File: src/rtl/obstacle_scheduler_pkg.sv
// obstacle_scheduler_pkg: shared slot geometry, screen constants and mode/state encodings
package obstacle_scheduler_pkg;
  localparam int NUM_OBS = 10;
  localparam int XW = 10;
  localparam int YW = 9;
  localparam int X_STRIDE = 20;
  localparam int Y_STRIDE = 18;
  localparam int SCREEN_W = 640;
  localparam int SCREEN_H = 480;
  localparam int UPPER_BOUND = 20;
  localparam int LOWER_BOUND = 460;
  localparam int SPAWN_Y_BASE = 24;
  localparam int SPAWN_H_MIN = 40;
  localparam int SPAWN_H_STEP = 20;
  typedef enum logic [1:0] {GM_INIT = 2'b00, GM_RUN = 2'b01, GM_PAUSE = 2'b10, GM_OVER = 2'b11} gamemode_e;
  typedef enum logic [1:0] {IDLE, SCROLL, SPAWN, DONE} state_e;
  typedef struct packed {
    logic [XW-1:0] xl;
    logic [XW-1:0] xr;
    logic [YW-1:0] yt;
    logic [YW-1:0] yb;
  } slot_t;
endpackage

File: src/rtl/obstacle_scheduler_lfsr16.sv
// lfsr16: 16-bit Fibonacci LFSR, taps 16,14,13,11, steps when en is high
module lfsr16 #(
  parameter logic [15:0] SEED = 16'hACE1
) (
  input  logic        clk,
  input  logic        rst,
  input  logic        en,
  output logic [15:0] q
);
  always_ff @(posedge clk) begin
    if (rst) q <= SEED;
    else if (en) q <= {q[14:0], q[15] ^ q[13] ^ q[12] ^ q[10]};
  end
endmodule

File: src/rtl/obstacle_scheduler.sv
// obstacle_scheduler: per-frame scroll of obstacle slots plus periodic LFSR-driven spawn
module obstacle_scheduler #(
  parameter int          NUM_OBS        = obstacle_scheduler_pkg::NUM_OBS,
  parameter int          SCROLL_STEP    = 2,
  parameter int          SPAWN_INTERVAL = 90,
  parameter int          OBS_W          = 40,
  parameter logic [15:0] LFSR_SEED      = 16'hACE1
) (
  input  logic                                                clk,
  input  logic                                                rst,
  input  logic                                                frame_tick,
  input  logic [1:0]                                          gamemode,
  output logic [NUM_OBS*obstacle_scheduler_pkg::X_STRIDE-1:0] obstacle_x,
  output logic [NUM_OBS*obstacle_scheduler_pkg::Y_STRIDE-1:0] obstacle_y,
  output logic                                                busy
);
  import obstacle_scheduler_pkg::*;
  localparam logic [6:0] CNT_TOP = 7'(SPAWN_INTERVAL - 1);
  localparam logic [XW-1:0] STEP = XW'(SCROLL_STEP);
  state_e state_q, state_d;
  logic [3:0] idx_q, idx_d, free_idx;
  logic [6:0] cnt_q, cnt_d;
  slot_t slot_q [NUM_OBS];
  slot_t slot_d [NUM_OBS];
  slot_t cur, scr, spn;
  logic [15:0] lfsr;
  logic [4:0] lfsr_unused;
  logic accept, free_found;
  assign accept = state_q == IDLE && frame_tick && gamemode == GM_RUN;
  assign busy = state_q != IDLE;
  assign lfsr_unused = lfsr[15:11];
  lfsr16 #(.SEED(LFSR_SEED)) u_lfsr (.clk(clk), .rst(rst), .en(accept), .q(lfsr));
  // x_right==0 marks a free slot, since active slots always keep x_left<x_right
  always_comb begin
    free_idx = '0;
    free_found = 1'b0;
    for (int i = NUM_OBS - 1; i >= 0; i--)
      if (slot_q[i].xr == '0) begin
        free_idx = 4'(i);
        free_found = 1'b1;
      end
    cur = slot_q[idx_q];
    scr = '0;
    if (cur.xr > STEP) begin
      scr = cur;
      scr.xr = cur.xr - STEP;
      scr.xl = cur.xl >= STEP ? cur.xl - STEP : '0;
    end
    spn.xl = XW'(SCREEN_W - OBS_W);
    spn.xr = XW'(SCREEN_W);
    spn.yt = YW'(SPAWN_Y_BASE) + YW'(lfsr[7:0]);
    spn.yb = spn.yt + YW'(SPAWN_H_MIN) + YW'(SPAWN_H_STEP * lfsr[10:8]);
  end
  always_comb begin
    state_d = state_q;
    idx_d = idx_q;
    cnt_d = cnt_q;
    slot_d = slot_q;
    if (gamemode == GM_INIT) begin
      state_d = IDLE;
      idx_d = '0;
      cnt_d = '0;
      for (int i = 0; i < NUM_OBS; i++) slot_d[i] = '0;
    end else begin
      case (state_q)
        IDLE: if (accept) begin
          state_d = SCROLL;
          idx_d = '0;
          cnt_d = cnt_q == CNT_TOP ? cnt_q : cnt_q + 7'd1;
        end
        SCROLL: begin
          slot_d[idx_q] = scr;
          idx_d = idx_q + 4'd1;
          state_d = idx_q == 4'(NUM_OBS - 1) ? SPAWN : SCROLL;
        end
        SPAWN: begin
          if (cnt_q == CNT_TOP && free_found) begin
            slot_d[free_idx] = spn;
            cnt_d = '0;
          end
          state_d = DONE;
        end
        default: state_d = IDLE;
      endcase
    end
  end
  always_ff @(posedge clk) begin
    if (rst) begin
      state_q <= IDLE;
      idx_q <= '0;
      cnt_q <= '0;
      for (int i = 0; i < NUM_OBS; i++) slot_q[i] <= '0;
    end else begin
      state_q <= state_d;
      idx_q <= idx_d;
      cnt_q <= cnt_d;
      slot_q <= slot_d;
    end
  end
  always_comb begin
    obstacle_x = '0;
    obstacle_y = '0;
    for (int i = 0; i < NUM_OBS; i++) begin
      obstacle_x[i*X_STRIDE +: XW] = slot_q[i].xl;
      obstacle_x[i*X_STRIDE+XW +: XW] = slot_q[i].xr;
      obstacle_y[i*Y_STRIDE +: YW] = slot_q[i].yt;
      obstacle_y[i*Y_STRIDE+YW +: YW] = slot_q[i].yb;
    end
  end
endmodule
File: config.mk
export PLATFORM = sky130hd
export DESIGN_NAME = obstacle_scheduler
export DESIGN_NICKNAME = d
export VERILOG_FILES = /design/src/rtl/obstacle_scheduler_pkg.sv /design/src/rtl/obstacle_scheduler_lfsr16.sv /design/src/rtl/obstacle_scheduler.sv
export SDC_FILE = /design/constraint.sdc
export NUM_CORES = 1
export LEC_CHECK = 0
export CAP_MARGIN = 20
export CORE_AREA = 2 2 178 224
export DETAILED_ROUTE_END_ITERATION = 16
export DIE_AREA = 0 0 180 226
export PLACE_DENSITY = 0.76
export SLEW_MARGIN = 5
export SYNTH_ARGS = -nofsm -noshare
export SYNTH_HDL_FRONTEND = slang
export SYNTH_SLANG_ARGS = --single-unit
File: constraint.sdc
create_clock -name clk -period 3.9 [get_ports clk]
set_input_delay 0.78 -clock clk [delete_from_list [all_inputs] [get_ports clk]]
set_output_delay 0.78 -clock clk [all_outputs]
set_load 0.1 [all_outputs]
# == Yosys cells after proc, flatten, opt, wreduce, memory -nomap -nowiden ==
# Cells that the tools add are included.
# classes
muxes,42
add_sub_neg,7
magnitude_cmp,6
n_reduce_logical,25
shift,0
n_bitwise,5
div,0
n_eq_ne,8
mul,1
# op_table
op,n
bitwise mux 380 bit,2
one-hot mux 380 bit (2 select lines),1
two-way mux 380 bit,1
demux 38 bit (select 4 bit),2
two-way mux 38 bit,5
binary-select mux 38 bit (select 4 bit),1
zero test 10 bit,10
two-way mux 4 bit,11
two-way mux 7 bit,3
"subtractor 10 x 2 -> 10 bit, second input constant",2
one-hot mux 7 bit (2 select lines),1
">= comparator 10 x 2 -> 1 bit, second input constant",1
">= comparator 5 bit, second input constant",2
"> comparator 10 x 2 -> 1 bit, second input constant",1
"less-than comparator 5 x 1 -> 1 bit, second input constant",2
two-way mux 1 bit,10
two-way mux 10 bit,1
inverter 4 -> 5 bit,2
"adder 5 x 8 -> 9 bit, first input constant",1
"adder 9 x 6 -> 9 bit, second input constant",1
adder 9 x 8 -> 9 bit,1
one-hot mux 4 bit (2 select lines),1
nonzero test 2 bit,4
"adder 7 x 1 -> 7 bit, second input constant",1
15 further kinds,27
# totals
out_inout_bits,381
reg_bits,409
mem_bits_rw,0
memories,0
romBits,0
latch_bits,0
word_cells,138

# == Longest topological paths before layout ==
# depth
depth_word,19
depth_mapped,15
depth_no_buf,13

# == Modules after synthesis ==
# From an unflattened synthesis, not the netlist that was laid out.
# hier_totals
cells_unflattened,2229
hier_area_um2,20520.9
# modules_own_cells
mod,area_each_um2,n_inst,seq_area_each_um2,cells_each
obstacle_scheduler,19901.6,1,7867.5,2174
lfsr16,619.3,1,320.3,55

# == Least setup slack after synthesis ==
# Ideal clock, no wire load.
# synth_path
path_type,register to register
start,register slot_q (netlist bit obstacle_x[111])
end,register slot_q (netlist bit obstacle_x[19])
arrival_time_ps,3314
stages_incl_launch_ff,11
period_less_slack_ps,3458
slack_ps,442
required_time_ps,3756
path_cell_list,dfxtp_1 -> mux4_1 -> a22o_1 -> a21oi_1 -> ha_1 -> inv_1 -> a2111oi_0 -> nand4_1 -> or3_1 -> nand3_1 -> a221oi_1
# synth_between
elab_chain_cells,15
elab_cells_between_ends,32
cone_classes,add/sub (1); order compare (3); eq/ne (1); mux (22); bitwise (1); reduce/logical (4)
# synth_rtl
element,line_no,rtl
start: declaration,obstacle_scheduler.sv:23,slot_t slot_q [NUM_OBS];
start signal: assignment,obstacle_scheduler.sv:97,slot_q <= slot_d;
zero test 10 bit,obstacle_scheduler.sv:38,if (slot_q[i].xr == '0) begin
two-way mux 4 bit (6 in a row),obstacle_scheduler.sv:38,
inverter 4 -> 5 bit (not written as such),obstacle_scheduler.sv:78,slot_d[free_idx] = spn;
>= comparator 5 bit (not written as such) / less-than comparator 5 x 1 -> 1 bit (equally long branches),obstacle_scheduler.sv:78,
logical AND 1 bit (not written as such),obstacle_scheduler.sv:78,
two-way mux 38 bit (not written as such),obstacle_scheduler.sv:78,
demux 38 bit (select 4 bit),obstacle_scheduler.sv:78,
bitwise mux 380 bit,obstacle_scheduler.sv:78,
two-way mux 380 bit,obstacle_scheduler.sv:77,if (cnt_q == CNT_TOP && free_found) begin
one-hot mux 380 bit (2 select lines),obstacle_scheduler.sv:65,case (state_q)
# Parallel ways exist; a longest one is shown, timed or not. The select of a mux whose other input is x is not followed.
# A chain may end at the register's enable or synchronous reset.

# == Worst setup path after layout ==
# layout_path
start,register idx_q[1]
end,register slot_q (netlist bit obstacle_x[7])
# layout_between
elab_chain_cells,9
elab_cells_between_ends,16
cone_classes,add/sub (1); order compare (4); mux (9); bitwise (1); reduce/logical (1)
# layout_rtl
element,line_no,rtl
start: declaration,obstacle_scheduler.sv:21,"logic [3:0] idx_q, idx_d, free_idx;"
start signal: assignment,obstacle_scheduler.sv:95,idx_q <= idx_d;
inverter 4 -> 5 bit (not written as such) *,"obstacle_scheduler.sv:42, obstacle_scheduler.sv:72",
binary-select mux 38 bit (select 4 bit),obstacle_scheduler.sv:42,cur = slot_q[idx_q];
two-way mux 38 bit (not written as such) (2 in a row),obstacle_scheduler.sv:42,
subtractor 10 x 2 -> 10 bit / >= comparator 10 x 2 -> 1 bit (equally long branches),obstacle_scheduler.sv:47,scr.xl = cur.xl >= STEP ? cur.xl - STEP : '0;
two-way mux 10 bit,obstacle_scheduler.sv:47,
two-way mux 38 bit,obstacle_scheduler.sv:44,if (cur.xr > STEP) begin
bitwise mux 380 bit *,obstacle_scheduler.sv:72,slot_d[idx_q] = scr;
one-hot mux 380 bit (2 select lines) *,obstacle_scheduler.sv:65,
# Every way passes the cells marked *; elsewhere a longest branch is shown, timed or not. The select of a mux whose other input is x is not followed.

==> results.py <==
metrics = {
    "setup_path": {
        "crit_type": "reg2reg",
        "setup_crit_start_kind": "flop",
        "path_delay_family": "compound AO/OA/AOI/OAI gates",
        "critPathSlowestCell": "a211oi_4",
        "crit_path_frequent_cell": "buf_4",
        "critPathMaxFanout": 28,
        "timing.critical_path.cells": "buf_4, buf_4, mux2i_1, o22ai_1, a221oi_2, ha_1, nand3_1, or3_1, a211oi_4, a22o_1",
        "crit_path_end_kind": "flop",
        "required_ps": 4410,
        "sum_of_buffers_and_inverters_on_the_critical_path": 2,
        "worst-endpoint-arrival_ps": 4190,
        "worst_path_largest_cell_delay_ps": 520,
    },
    "synth": {
        "async_flop_share_pct": 0,
        "mean_syn_cell_area_um2": 9.493,
        "synthesis.nets": 2157,
        "ys.warnings.count": 0,
        "seq_area_frac_synth_pct": 40.53,
        "post_synth_inst_count": 2128,
        "synth-seq-cells": 409,
        "edff_count_synth": 0,
        "synth_ff_type": "dfxtp_1",
        "synth_cell_type_count": 90,
        "syn-cell-area_um2": 20200,
    },
    "timing": {
        "finalCritPeriodShare_pct": 94.34,
        "timing.fmax_mhz": 271.8,
        "hold_slack_ps": 452.6,
        "tightest_slew_ps": 1263,
        "finClkSkew_ps": 17.64,
        "slew_viol_final": 0,
        "setup_slack_ps": 220.8,
        "finalWorstPathRequiredPeriod_ps": 3679,
        "remaining_max_slew_budget_at_the_tightest_pin_pct": 15.78,
        "setup_repair_after_global_routing_missed_its_margin": "false",
        "finalSetupTns_ps": 0,
        "setup_violations": 0,
        "final_hold_violations": 0,
    },
    "die": {
        "chipWidth_um": 180,
        "core_region_area_um2": 38610,
        "io_pins": 386,
        "initial_core_util_pct": 52.32,
        "design.die.area_um2": 40680,
        "die_h_um": 226,
        "num_rows": 81,
    },
    "cells_and_area": {
        "diodes": 0,
        "fill_cells": 2992,
        "layout.area.seq_um2": 8195,
        "multiInputGateArea_um2": 11030,
        "layout-drive-gt1-share_pct": 13.37,
        "post-route-util_pct": 68.35,
        "flow.area_growth_from_synthesis_pct": 30.64,
        "finish.net_count": 2513,
    },
    "job": {
        "max-cap-violations": 0,
    },
    "route": {
        "detail_route.wl_per_cell_um": 30.14,
        "remaining_drc_errors": 0,
        "drt-initial-drc-count": 2914,
        "first_pass_iters": 6,
        "routed_wl_um": 90770,
        "antenna_violating_nets_post_route": 0,
        "via_count": 21700,
        "post_drt_via_cell_ratio": 7.205,
    },
    "clock_network": {
        "postCtsHoldBufs": 0,
        "cts_inserted_buffers": 41,
        "ctsResizeCount": 0,
        "tritoncts_clock_tree": "built",
        "clock_root_buffer": "clkbuf_16",
        "numClockSinks": 409,
        "ctsHtreeMaxLevel": 2,
        "post_cts.repair.setup_buffers": 0,
        "clkLatencyLatePin_ps": 570,
        "clock_path_buffers": 3,
        "cts.clk_slew.worst_paths_ps": 60,
    },
    "grt": {
        "grt_max_degree": 197,
        "grt_antenna_before_repair": 0,
        "first_global_vias": 20760,
        "wire_length_of_the_first_global_routing_pass_um": 132100,
        "leftover_overflow_at_the_end_of_global_routing": 0,
        "grt_use_total_pct": 42.67,
    },
    "place": {
        "port_buffers": 385,
        "dp_hpwl_um": 64710,
        "place_congestion": 1.058,
        "minimum_setup_slack_after_placement_ps": 261.7,
    },
    "power_and_ir_drop": {
        "vdd_drop_max_mv": 0.3236,
        "total_power_uw": 9036,
        "power.static_leakage_uw": 0.008843,
        "powerDensity_nw_per_um2": 342.4,
    },
    "min_path": {
        "min_path_type": "reg2reg",
    },
    "outcome": {
        "outcome": "finished, final reports clean",
    },
}
[layout make-up]
class | instances | share of cell area (%)
multi-input cells | 1462 | 41.80
clock inverters | 15 | 0.7633
clock buffers | 58 | 4.471
well taps | 498 | 2.361
repair buffers | 526 | 18.93
flip-flops and latches | 409 | 31.05
inverters | 44 | 0.6258
[worst register-to-register path: stages (launching register included)]
cell and delay [ps]:
dfxtp_4 420, buf_4 430, buf_4 440, mux2i_1 270, o22ai_1 110, a221oi_2 300, ha_1 270, nand3_1 200
or3_1 430, a211oi_4 520, a22o_1 220
[cells in the mapped netlist, types with 21 or more instances]
cell type  count  area, µm²
a211oi_1      66      495.5
buf_2         22      110.1
o21ai_0      157      785.8
dfxtp_1      409       8188
ha_1          23      287.8
o22ai_1       28      175.2
a32o_1        40      400.4
a221oi_1      56      490.5
clkbuf_1     161      604.3
nor2_1       130      488.0
nand2_1      106      397.9
a22oi_1       66      495.5
mux2i_1       74      740.7
a21oi_1      183      915.9
nand3_1       40      200.2
inv_1         43      161.4
a32oi_1       63      551.8
nor4_1        21      131.4
mux4_2        55       1239
a22o_1        77      674.4
a31oi_1       58      362.9
[flip-flops by register name, summed over array words and instances, names as in the netlist]
signal      flops
obstacle_x    200
obstacle_y    180
u_lfsr.q       16
cnt_q           7
idx_q           4
state_q         2
[stage by stage]
stage          instances  area, µm²
2_1_floorplan       2128      20200
3_3_place_gp        2935      24980
3_5_place_dp        2935      24980
4_1_cts             3008      26360
5_1_grt             3012      26390
6_report            3012      26390
[placed cells by master (no fill, tap or decap), types with 8 or more instances in the layout]
| cell type | count |
|---|---|
| dfxtp_1 | 407 |
| clkdlybuf4s50_1 | 384 |
| a21oi_1 | 183 |
| o21ai_0 | 153 |
| buf_4 | 134 |
| nor2_1 | 129 |
| nand2_1 | 105 |
| a22o_1 | 77 |
| mux2i_1 | 74 |
| a211oi_1 | 66 |
| a22oi_1 | 65 |
| a32oi_1 | 63 |
| a31oi_1 | 58 |
| a221oi_1 | 56 |
| mux4_2 | 55 |
| inv_1 | 43 |
| clkbuf_16 | 41 |
| a32o_1 | 40 |
| nand3_1 | 39 |
| o22ai_1 | 26 |
| ha_1 | 23 |
| xnor2_1 | 17 |
| nor4_1 | 17 |
| nor3_1 | 14 |
| nand4_1 | 13 |
| mux2_2 | 11 |
| and4_1 | 9 |
| clkbuf_8 | 9 |
| mux4_1 | 8 |
| nand3b_1 | 8 |
| and3_1 | 8 |
| a311oi_1 | 8 |
| clkbuf_1 | 8 |
[path summary, 6_finish.rpt]
path | start | end | slack (ps) | cells past startpoint
setup reg to reg | idx_q[1] | obstacle_x[7] | 220 | 10
setup / recovery | idx_q[1] | obstacle_x[7] | 220 | 10
hold reg to reg | u_lfsr.q[11] | u_lfsr.q[12] | 450 | 2
hold / removal | u_lfsr.q[11] | u_lfsr.q[12] | 450 | 2
[per-layer routing]
metal | up-vias | GRT usage [%] | share of wire [%]
met3 | 518 | 8.563 | 11
met2 | 1851 | 68.43 | 45
met1 | 10300 | 48.58 | 34
li1 | 9028 | - | -
met5 | - | 0 | 0
met4 | 0 | 37.58 | 10
[power by group]
group / switching (µW) / total, µW / internal [µW]
combinational: 483 / 660 / 176
sequential: 30.3 / 4220 / 4190
clock: 1770 / 4150 / 2390
[kinds of logic (layout without fill, tap and decap cells)]
| logic type | Yosys count | after routing | share of synthesized area, % |
|---|---|---|---|
| AO/OA/AOI/OAI | 869 | 869 | 30.28 |
| flip-flops | 409 | 409 | 40.53 |
| AND/OR/NAND/NOR | 399 | 399 | 9.743 |
| buffers and inverters | 257 | 643 | 5.513 |
| multiplexers | 148 | 148 | 11.45 |
| adder cells (fa/ha/maj) | 24 | 24 | 1.524 |
| XOR/XNOR | 22 | 22 | 0.9538 |
No activity file was read; power rests on OpenSTA's default activity.
